**config.mk**
```make
export PLATFORM = sky130hd
export DESIGN_NAME = adc_window_integrator
export DESIGN_NICKNAME = d
export VERILOG_FILES = /design/src/rtl/adc_window_integrator.sv
export SDC_FILE = /design/constraint.sdc
export NUM_CORES = 1
export LEC_CHECK = 0
export ABC_AREA = 0
export CAP_MARGIN = 20
export CORE_MARGIN = 5
export CORE_UTILIZATION = 55
export DETAILED_ROUTE_END_ITERATION = 10
export GPL_ROUTABILITY_DRIVEN = 0
export HOLD_SLACK_MARGIN = 0.12
export PLACE_DENSITY = 0.75
export SLEW_MARGIN = 20
export SYNTH_ARGS = -nofsm -noshare
export SYNTH_HDL_FRONTEND = slang
export SYNTH_SLANG_ARGS = --single-unit
```
**constraint.sdc**
```tcl
create_clock -name clk -period 5 [get_ports clk]
set_input_delay 0.5 -clock clk [delete_from_list [all_inputs] [get_ports clk]]
set_output_delay 0.5 -clock clk [all_outputs]
set_load 0.02 [all_outputs]
```
**src/rtl/adc_window_integrator.sv**
```systemverilog
// Per-pulse ADC window integrator: skips a delay, sums W samples every P samples,
// then shifts and saturates the sum into a single-cycle strobed result.
module adc_window_integrator #(
    parameter int DATA_W = 16,
    parameter int CNT_W  = 16,
    parameter int ACC_W  = 32
) (
    input  logic              clk,
    input  logic              rst,
    input  logic [DATA_W-1:0] adc_tdata,
    input  logic              adc_tvalid,
    input  logic              run,
    input  logic [CNT_W-1:0]  cfg_delay,
    input  logic [CNT_W-1:0]  cfg_width,
    input  logic [CNT_W-1:0]  cfg_period,
    input  logic [4:0]        cfg_shift,
    output logic [DATA_W-1:0] val_out,
    output logic              val_valid,
    output logic              overflow,
    output logic              busy
);

    typedef enum logic [1:0] {
        S_IDLE  = 2'd0,
        S_DELAY = 2'd1,
        S_INTEG = 2'd2,
        S_GAP   = 2'd3
    } state_t;

    localparam logic [CNT_W-1:0]         CNT_ONE  = {{(CNT_W-1){1'b0}}, 1'b1};
    localparam logic signed [ACC_W-1:0]  ACC_MAX  = {1'b0, {(ACC_W-1){1'b1}}};
    localparam logic signed [ACC_W-1:0]  ACC_MIN  = {1'b1, {(ACC_W-1){1'b0}}};
    localparam logic [DATA_W-1:0]        DATA_MAX = {1'b0, {(DATA_W-1){1'b1}}};
    localparam logic [DATA_W-1:0]        DATA_MIN = {1'b1, {(DATA_W-1){1'b0}}};

    state_t                   r_state;
    state_t                   w_state_next;
    logic [CNT_W-1:0]         r_delay;
    logic [CNT_W-1:0]         r_width;
    logic [CNT_W-1:0]         r_gap;
    logic [4:0]               r_shift;
    logic [CNT_W-1:0]         r_cnt;
    logic signed [ACC_W-1:0]  r_acc;
    logic [DATA_W-1:0]        r_val_out;
    logic                     r_val_valid;
    logic                     r_overflow;

    logic                     w_start;
    logic                     w_cnt_clr;
    logic                     w_cnt_inc;
    logic                     w_acc_upd;
    logic                     w_win_end;

    logic [CNT_W-1:0]         w_width_eff;
    logic [CNT_W-1:0]         w_period_eff;
    logic signed [ACC_W:0]    w_sum;
    logic                     w_acc_ovf;
    logic signed [ACC_W-1:0]  w_acc_sat;
    logic signed [ACC_W-1:0]  w_shifted;
    logic [ACC_W-DATA_W:0]    w_upper;
    logic                     w_res_ovf;
    logic [DATA_W-1:0]        w_res;

    // Zero width behaves as one; a period shorter than the window collapses to it.
    assign w_width_eff  = (cfg_width == '0) ? CNT_ONE : cfg_width;
    assign w_period_eff = (cfg_period < w_width_eff) ? w_width_eff : cfg_period;

    // One extra bit of headroom so ACC_W overflow can be detected from the top two bits.
    assign w_sum = $signed({r_acc[ACC_W-1], r_acc})
                 + $signed({{(ACC_W+1-DATA_W){adc_tdata[DATA_W-1]}}, adc_tdata});
    assign w_acc_ovf = w_sum[ACC_W] ^ w_sum[ACC_W-1];
    assign w_acc_sat = w_acc_ovf ? (w_sum[ACC_W] ? ACC_MIN : ACC_MAX) : w_sum[ACC_W-1:0];

    assign w_shifted = w_acc_sat >>> r_shift;
    assign w_upper   = w_shifted[ACC_W-1:DATA_W-1];
    assign w_res_ovf = !((&w_upper) || !(|w_upper));
    assign w_res     = w_res_ovf ? (w_shifted[ACC_W-1] ? DATA_MIN : DATA_MAX)
                                 : w_shifted[DATA_W-1:0];

    always_ff @(posedge clk or posedge rst) begin
        if (rst) begin
            r_state <= S_IDLE;
        end else begin
            r_state <= w_state_next;
        end
    end

    always_comb begin
        w_state_next = r_state;
        w_start      = 1'b0;
        w_cnt_clr    = 1'b0;
        w_cnt_inc    = 1'b0;
        w_acc_upd    = 1'b0;
        w_win_end    = 1'b0;
        case (r_state)
            S_IDLE: begin
                if (run) begin
                    w_start      = 1'b1;
                    w_state_next = (cfg_delay == '0) ? S_INTEG : S_DELAY;
                end
            end
            S_DELAY: begin
                if (!run) begin
                    w_state_next = S_IDLE;
                end else if (adc_tvalid) begin
                    if (r_cnt == r_delay - CNT_ONE) begin
                        w_cnt_clr    = 1'b1;
                        w_state_next = S_INTEG;
                    end else begin
                        w_cnt_inc = 1'b1;
                    end
                end
            end
            S_INTEG: begin
                if (!run) begin
                    w_state_next = S_IDLE;
                end else if (adc_tvalid) begin
                    if (r_cnt == r_width - CNT_ONE) begin
                        w_win_end    = 1'b1;
                        w_cnt_clr    = 1'b1;
                        w_state_next = (r_gap == '0) ? S_INTEG : S_GAP;
                    end else begin
                        w_cnt_inc = 1'b1;
                        w_acc_upd = 1'b1;
                    end
                end
            end
            S_GAP: begin
                if (!run) begin
                    w_state_next = S_IDLE;
                end else if (adc_tvalid) begin
                    if (r_cnt == r_gap - CNT_ONE) begin
                        w_cnt_clr    = 1'b1;
                        w_state_next = S_INTEG;
                    end else begin
                        w_cnt_inc = 1'b1;
                    end
                end
            end
            default: w_state_next = S_IDLE;
        endcase
    end

    always_ff @(posedge clk or posedge rst) begin
        if (rst) begin
            r_delay     <= '0;
            r_width     <= '0;
            r_gap       <= '0;
            r_shift     <= '0;
            r_cnt       <= '0;
            r_acc       <= '0;
            r_val_out   <= '0;
            r_val_valid <= 1'b0;
            r_overflow  <= 1'b0;
        end else begin
            r_val_valid <= 1'b0;
            if (w_start) begin
                r_delay    <= cfg_delay;
                r_width    <= w_width_eff;
                r_gap      <= w_period_eff - w_width_eff;
                r_shift    <= cfg_shift;
                r_cnt      <= '0;
                r_acc      <= '0;
                r_overflow <= 1'b0;
            end else begin
                if (w_cnt_clr) begin
                    r_cnt <= '0;
                end else if (w_cnt_inc) begin
                    r_cnt <= r_cnt + CNT_ONE;
                end
                if (w_acc_upd) begin
                    r_acc <= w_acc_sat;
                    if (w_acc_ovf) begin
                        r_overflow <= 1'b1;
                    end
                end
                if (w_win_end) begin
                    r_acc       <= '0;
                    r_val_out   <= w_res;
                    r_val_valid <= 1'b1;
                    if (w_acc_ovf || w_res_ovf) begin
                        r_overflow <= 1'b1;
                    end
                end
            end
        end
    end

    assign val_out   = r_val_out;
    assign val_valid = r_val_valid;
    assign overflow  = r_overflow;
    assign busy      = (r_state != S_IDLE);

endmodule

```
Word level (Yosys, flattened, before mapping) --
Index checks and enable logic that the tools add are counted.
Operators by class: add/subtract/negate cells 6, $mul 0, div/mod/pow operators 0, $lt $le $gt $ge 1, equality and inequality tests 13, shifts and indexed selects 1, multiplexer cells 56, bitwise operators 2, reductions and logical operators 15
Operators by type and width (number):
- $mux W32 | 5
- $mux W16 | 7
- $eq A16 B16 Y1 | 3
- $logic_not A16 Y1 | 3
- $sub A16 B1 Y16 const B | 3
- $add A32 B16 Y33 | 1
- $sshr A32 B5 Y32 | 1
- $mux W1 | 30
- $mux W2 | 11
- $ne A3 B3 Y1 const B | 6
- $reduce_and A17 Y1 | 1
- $reduce_or A17 Y1 | 1
- $add A16 B1 Y16 const B | 1
- $lt A16 B16 Y1 | 1
- $sub A16 B16 Y16 | 1
- $pmux W2 S4 | 1
- $reduce_and A7 Y1 | 1
- $pmux W1 S3 | 2
- $reduce_bool A3 Y1 | 2
- $eq A2 B2 Y1 const B | 2
- $eq A2 B1 Y1 const B | 1
- $logic_not A1 Y1 | 2
- $logic_not A2 Y1 | 1
- $logic_or A1 B1 Y1 | 2
- other kinds (5) | 5
Storage, ports and cells: register bits after elaboration 121, bits in latches 0, memory bits (writable) 0, ROM bits 0, input port bits 73, logic and storage cells 104, memories kept 0

Logic depth before layout (Yosys ltp) --
depth after elaboration 12, mapped depth 31

Worst setup path after synthesis --
No wires, ideal clock.
path kind input to register, start point in cfg_width[4], end point reg r_gap[14], library setup time 0.133 ns, data arrival time 5.041 ns, required time 4.867 ns, path slack -0.174 ns, stages 30, path buffers 1, cells stage by stage nor4_1 > a41o_1 > a21boi_0 > o21a_1 > o21a_1 > o21a_1 > o21a_1 > o21ai_0 > nand2b_1 > a21oi_1 > o31ai_1 > clkbuf_1 > mux2i_1 > ha_1 > inv_1 > fa_1 > a21o_1 > a21oi_1 > o21ai_0 > a21oi_1 > o21bai_1 > a21oi_1 > o21bai_1 > a21oi_1 > o21bai_1 > a21oi_1 > o21bai_1 > a21oi_1 > xor2_1 > o21ai_0
On the way: longest elaborated chain between the ends 5
RTL lines:
- start: declaration | RTL line 14 | input logic [CNT_W-1:0] cfg_width,
- $logic_not A16 Y1 (*) | RTL line 65 | assign w_width_eff = (cfg_width == '0) ? CNT_ONE : cfg_width;
- $mux W16 (*) | RTL line 65
- via w_width_eff[0] | RTL line 54 | logic [CNT_W-1:0] w_width_eff;
- $lt A16 B16 Y1 | RTL line 66 | assign w_period_eff = (cfg_period < w_width_eff) ? w_width_eff : cfg_period;
- $mux W16 | RTL line 66
- $sub A16 B16 Y16 (*) | RTL line 160 | r_gap <= w_period_eff - w_width_eff;
- end signal: assignment | RTL line 160
- end: declaration | RTL line 40 | logic [CNT_W-1:0] r_gap;
The timed path passes the listed nets; every way through them passes the cells marked *. A chain may end at the register's enable or synchronous reset.

Final worst setup path --
start point in adc_tdata[2], end point reg r_val_out[2] (netlist: val_out[2])
On the way: longest elaborated chain between the ends 8, elaborated cells on any way between the ends 11
RTL lines:
- start: declaration | RTL line 10 | input logic [DATA_W-1:0] adc_tdata,
- $add A32 B16 Y33 (*) | RTL line 70 | + $signed({{(ACC_W+1-DATA_W){adc_tdata[DATA_W-1]}}, adc_tdata});
- $mux W32 / $xor A1 B1 Y1 (equally long branches) | RTL line 72, 71
- $mux W32 (*) | RTL line 72 | assign w_acc_sat = w_acc_ovf ? (w_sum[ACC_W] ? ACC_MIN : ACC_MAX) : w_sum[ACC_W-1:0];
- $sshr A32 B5 Y32 (*) | RTL line 74 | assign w_shifted = w_acc_sat >>> r_shift;
- $reduce_or A17 Y1 | RTL line 76 | assign w_res_ovf = !((&w_upper) || !(|w_upper));
- $logic_not A1 Y1 | RTL line 76
- $logic_or A1 B1 Y1 | RTL line 76
- $mux W16 (*) | RTL line 77 | assign w_res = w_res_ovf ? (w_shifted[ACC_W-1] ? DATA_MIN : DATA_MAX)
- end signal: assignment | RTL line 179 | r_val_out <= w_res;
- end: declaration | RTL line 44 | logic [DATA_W-1:0] r_val_out;
Every way passes the cells marked *; elsewhere a longest branch is shown, timed or not.

==> run summary <==
The hold violation total from the final report is 0, and the share of power burned in the clock network is 31.6%. The total detailed-routing wirelength is 47,800 um. The buffer depth of the longest clock path was 2; the proportion of power drawn by combinational gates was 40.9%.

The worst hold path begins at cfg_width[1]. The number of antenna violations at the first check in global routing is 0, and the number of routed nets with antenna violations is 0. The overall die width was 164 um; the per-cell routed wire length was 20.2 um. The post-placement worst setup slack was -0.712 ns; the number of slew-limit violations in the final report was 0. The sort of element at the start of the critical path is an input pin. The share of post-route cells with drive strength above 1 was 27.7%; the post-route clock period utilization was 99.2%.

Count of unresolved DRC violations after routing: 0. Summing the areas of all fa, ha and maj instances in the mapped netlist gives 6.77% of the synthesized area. For this design the static power due to leakage is 8.03 nW.

The reg-to-reg startpoint is r_acc[0]$_DFFE_PP0P_. In the routed layout, each cell is associated on average with a via count of 6.51. The smallest clock period supported by the final layout is computed as 4.96 ns.

Measured against its own limit, the worst slew margin works out to 40.3%. Critical path's top delay family: compound AO/OA/AOI/OAI gates. When the netlist entered floorplanning its net count stood at 1,815.

The data arrival at the endpoint of the critical path is 5.33 ns, and the pin count of the biggest net entering global routing is 73. Per report_power, the sequential group accounts for 27.5% of the total. The maximum fanout along the worst path came out at 6.

For this run, the top clock speed supported by timing is 202 MHz. The filler cells instantiated in the layout total 1,564. Counting flops with a built-in enable in the synthesized netlist gives 0. The routed layout has 15,400 vias.

The critical path contains buffers and inverters numbering 4 combined. Among all flip-flop cells after synthesis, the most frequent one is sky130_fd_sc_hd__dfrtp_1. The run finished with clean final reports. The first detailed-routing pass took 5 iterations. The slowest library cell on the worst path was sky130_fd_sc_hd__clkdlybuf4s50_1. In this run, synthesis produced a sequential element count of 121.

The logs give 23.4% for the sequential fraction of the synthesis area and 1,674 for the number of standard cells after synthesis. The number of distinct library cells after synthesis was 105. Buffers inserted during clock tree synthesis total 17.

In the global route stage, overall resource usage came out at 34.0%. The first global-routing pass estimated 73,600 um of wire. The placeable core area was 23,300 um^2. IR analysis of the VDD net gives a maximum drop of 0.297 mV.

The mean cell area of the mapped netlist was 7.74 um^2. By startpoint and endpoint, the worst setup path is classified as input pin to flip-flop. The smallest setup slack after layout was 0.0395 ns. The worst register-to-register path has a setup slack of 0.10 ns.

Dividing total power by cell area gives a power density of 246 nW/um^2. For this design, the sink count on the clock tree is 121. The total of endpoints with negative setup slack in the final report came out at 0. The cell area that synthesis handed to floorplanning was 13,000 um^2. During synthesis, Yosys emitted a total of 0 warnings. The initial utilization of the core area, before any placement, comes to 55.6%.

The die outline area is 26,700 um^2, and the simple logic cell fraction of the synthesized area is 23.8%. TritonCTS built the clock tree. The tool flagged a number of max-cap violations equal to 0. The antenna diode count is 0.

After synthesis, the largest family of logic cells by area is compound AO/OA/AOI/OAI gates. The wire-length estimate of the detail-placed layout is 33,500 um. For this run the aggregate overflow at the end of global routing stands at 0.

For this design the total switching power over the nets is 1.63 mW. The portion of synthesized area spent on multiplexers is 4.94%. The clock slew seen by the registers of the worst setup and hold paths was 0.06 ns; the synthesis-to-finish area growth was 37.1%. Across the routed clock network, the largest skew measured is 0.0116 ns. The floorplan step set the die height to 164 um. For the pin with the worst max-slew slack, the measured transition is 0.895 ns. The switching portion of total power was 37.3%.

The tools report the capturing element type of the critical path as a flip-flop. In this run the count of I/O pins placed on the die edge is 92. The library cell used most frequently in the layout, excluding fill and tap cells, is sky130_fd_sc_hd__buf_4. During placement, the flow inserted port buffers numbering 91. In the layout the commonest cells are sky130_fd_sc_hd__buf_4 (361), sky130_fd_sc_hd__nand2_1 (229), sky130_fd_sc_hd__nor2_1 (126), sky130_fd_sc_hd__o21ai_0 (125), sky130_fd_sc_hd__dfrtp_1 (121). The net count of the finished layout is 2,177. The most critical setup path has its startpoint at adc_tdata[2]. The tools report the worst hold-check slack as 0.467 ns.

STA puts the critical path data required time at 5.37 ns. Summing the areas of all compound-gate instances in the mapped netlist gives 27.8% of the synthesized area. The CTS root buffer was sky130_fd_sc_hd__clkbuf_16. The number of global-route vias before repair was 15,000.

The async set or reset register ratio after synthesis works out to 100%. The run gives 1,760 as the number of DRC markers in iteration 0. The deepest level of the CTS H-tree was 4.

For the worst-skew pair, the clock arrives at the later sink with an insertion delay of 0.44 ns. Traced cell by cell, the critical path runs through clkdlybuf4s50_1 -> ha_4 -> o211ai_2 -> o21ai_2 -> a221o_1 -> a2111oi_1 -> nor4_1 -> buf_4 -> a31oi_1 -> a2111oi_1 -> buf_4 -> o21ai_1 -> nand3_2 -> or4b_4 -> a2111oi_4 -> a221oi_4 -> buf_2 -> or3_1 -> nand3_1. The peak per-stage delay on the critical path works out to 0.58 ns.

The site row count came out at 56. Internal power comes to 2.74 mW. Summing the areas of all xor and xnor instances in the mapped netlist gives 7.70% of the synthesized area. The worst hold path belongs to the class input pin to flip-flop.
==> layer usage <==
layer  vias up  track usage (%)  wire [um]
met5         -                0          0
met2       958             59.1      23200
li1       6870                -          -
met4         0             21.4       3570
met1      7290             38.6      17400
met3       291             5.78       3710
==> stage by stage <==
stage	cells	util [%]	instance area (um^2)	total power, mW	setup TNS (ns)
after detailed placement	2287	69.4	16200	2.78	-11.06
after global placement	2287	69.4	16200	2.74	-8.48
after floorplan	1674	-	13000	2.17	0
final	2368	76.2	17800	4.38	0
after CTS	2342	73.3	17100	4.23	0
after global routing	2368	76.2	17800	4.54	-0.377
==> cell families (layout without fill, tap and decap cells) <==
logic type | count (synthesis) | after routing
mux | 46 | 46
compound gates | 520 | 521
simple gates | 632 | 632
flops | 121 | 121
fa+ha+maj | 69 | 69
buf+inv | 172 | 546
xor+xnor | 114 | 114
==> power by group through the flow <==
stage / clock network (mW) / logic [mW] / registers, mW
floorplan: 0 / 1.03 / 1.14
global placement: 0 / 1.54 / 1.20
detailed placement: 0 / 1.58 / 1.21
CTS: 1.37 / 1.66 / 1.19
global route: 1.42 / 1.92 / 1.21
finish: 1.38 / 1.79 / 1.20
==> sequential cells by signal (all words and copies together) (netlist names) <==
register / count
r_acc: 32
r_cnt: 16
r_delay: 16
r_gap: 16
r_width: 16
val_out: 16
r_shift: 5
r_state: 2
overflow: 1
val_valid: 1
==> cell type report <==
cell class,instances,area [um^2],area share (%)
Tap cell,319,399,2.25
Timing Repair Buffer,458,3730,21.0
Clock buffer,20,447,2.51
Sequential cell,121,3030,17.0
Clock inverter,12,189,1.06
Inverter,56,213,1.20
Multi-Input combinational cell,1382,9760,54.9
==> repair_timing <==
action                     4_1_cts  5_1_grt
pin swaps                       18       56
hold buffers                     0        0
setup endpoints to repair       20       24
gates cloned                     0        2
gates resized for setup         31      120
buffers inserted                23       24
==> final timing paths <==
check	to	cells after the start
min in group asynchronous	r_acc[12]$_DFFE_PP0P_	2
hold / removal	r_width[1]$_DFFE_PP0P_	4
hold reg to reg	val_out[13]$_DFFE_PP0P_	1
setup / recovery	val_out[2]$_DFFE_PP0P_	19
setup reg to reg	val_out[2]$_DFFE_PP0P_	19
max in group asynchronous	r_cnt[1]$_DFFE_PP0P_	3
==> worst register-to-register path: cells and delay by family (launching register included) <==
family	cells	cell delay, ns
AO/OA/AOI/OAI	9	2.36
AND/OR/NAND/NOR	5	1.22
adder cells (fa/ha/maj)	1	0.19
flip-flops	1	0.39
buffers and inverters	4	0.68
==> cell usage after synthesis, types with 6 or more instances <==
master                      instances  area share (%)
sky130_fd_sc_hd__nand2_1          231             6.7
sky130_fd_sc_hd__o21ai_0          146             5.6
sky130_fd_sc_hd__nor2_1           127             3.7
sky130_fd_sc_hd__dfrtp_1          121              23
sky130_fd_sc_hd__a21oi_1           91             3.5
sky130_fd_sc_hd__clkbuf_1          82             2.4
sky130_fd_sc_hd__ha_1              66             6.4
sky130_fd_sc_hd__xnor2_1           63             4.3
sky130_fd_sc_hd__inv_1             53             1.5
sky130_fd_sc_hd__xor2_1            51             3.4
sky130_fd_sc_hd__nor3_1            47             1.8
sky130_fd_sc_hd__nand3_1           44             1.7
sky130_fd_sc_hd__nand4_1           31             1.5
sky130_fd_sc_hd__mux2i_1           28             2.2
sky130_fd_sc_hd__a22o_1            27             1.8
sky130_fd_sc_hd__o211ai_1          25             1.4
sky130_fd_sc_hd__nor4_1            24             1.2
sky130_fd_sc_hd__buf_2             23            0.89
sky130_fd_sc_hd__a21o_1            19             1.1
sky130_fd_sc_hd__o21ai_1           19            0.73
sky130_fd_sc_hd__a211oi_1          18             1.0
sky130_fd_sc_hd__nand2b_1          17            0.82
sky130_fd_sc_hd__or3_1             17            0.82
sky130_fd_sc_hd__o31ai_1           16            0.93
sky130_fd_sc_hd__a31oi_1           14            0.68
sky130_fd_sc_hd__mux4_2            14             2.4
sky130_fd_sc_hd__and2_1            12            0.58
sky130_fd_sc_hd__nor2b_1           11            0.53
sky130_fd_sc_hd__o21a_1            11            0.64
sky130_fd_sc_hd__o21bai_1          10            0.58
sky130_fd_sc_hd__a21oi_2            8            0.54
sky130_fd_sc_hd__and3_1             8            0.39
sky130_fd_sc_hd__and4_1             8            0.54
sky130_fd_sc_hd__nor3b_1            8            0.46
sky130_fd_sc_hd__o2111ai_1          8            0.54
sky130_fd_sc_hd__nand3b_1           7            0.41
sky130_fd_sc_hd__or2_2              7            0.34
sky130_fd_sc_hd__a211o_1            6            0.41
sky130_fd_sc_hd__a22oi_1            6            0.35
sky130_fd_sc_hd__buf_6              6            0.52
sky130_fd_sc_hd__o21ai_2            6            0.41
sky130_fd_sc_hd__o221ai_1           6            0.41
sky130_fd_sc_hd__or4_1              6            0.35
(Power assumes the default switching activity.)
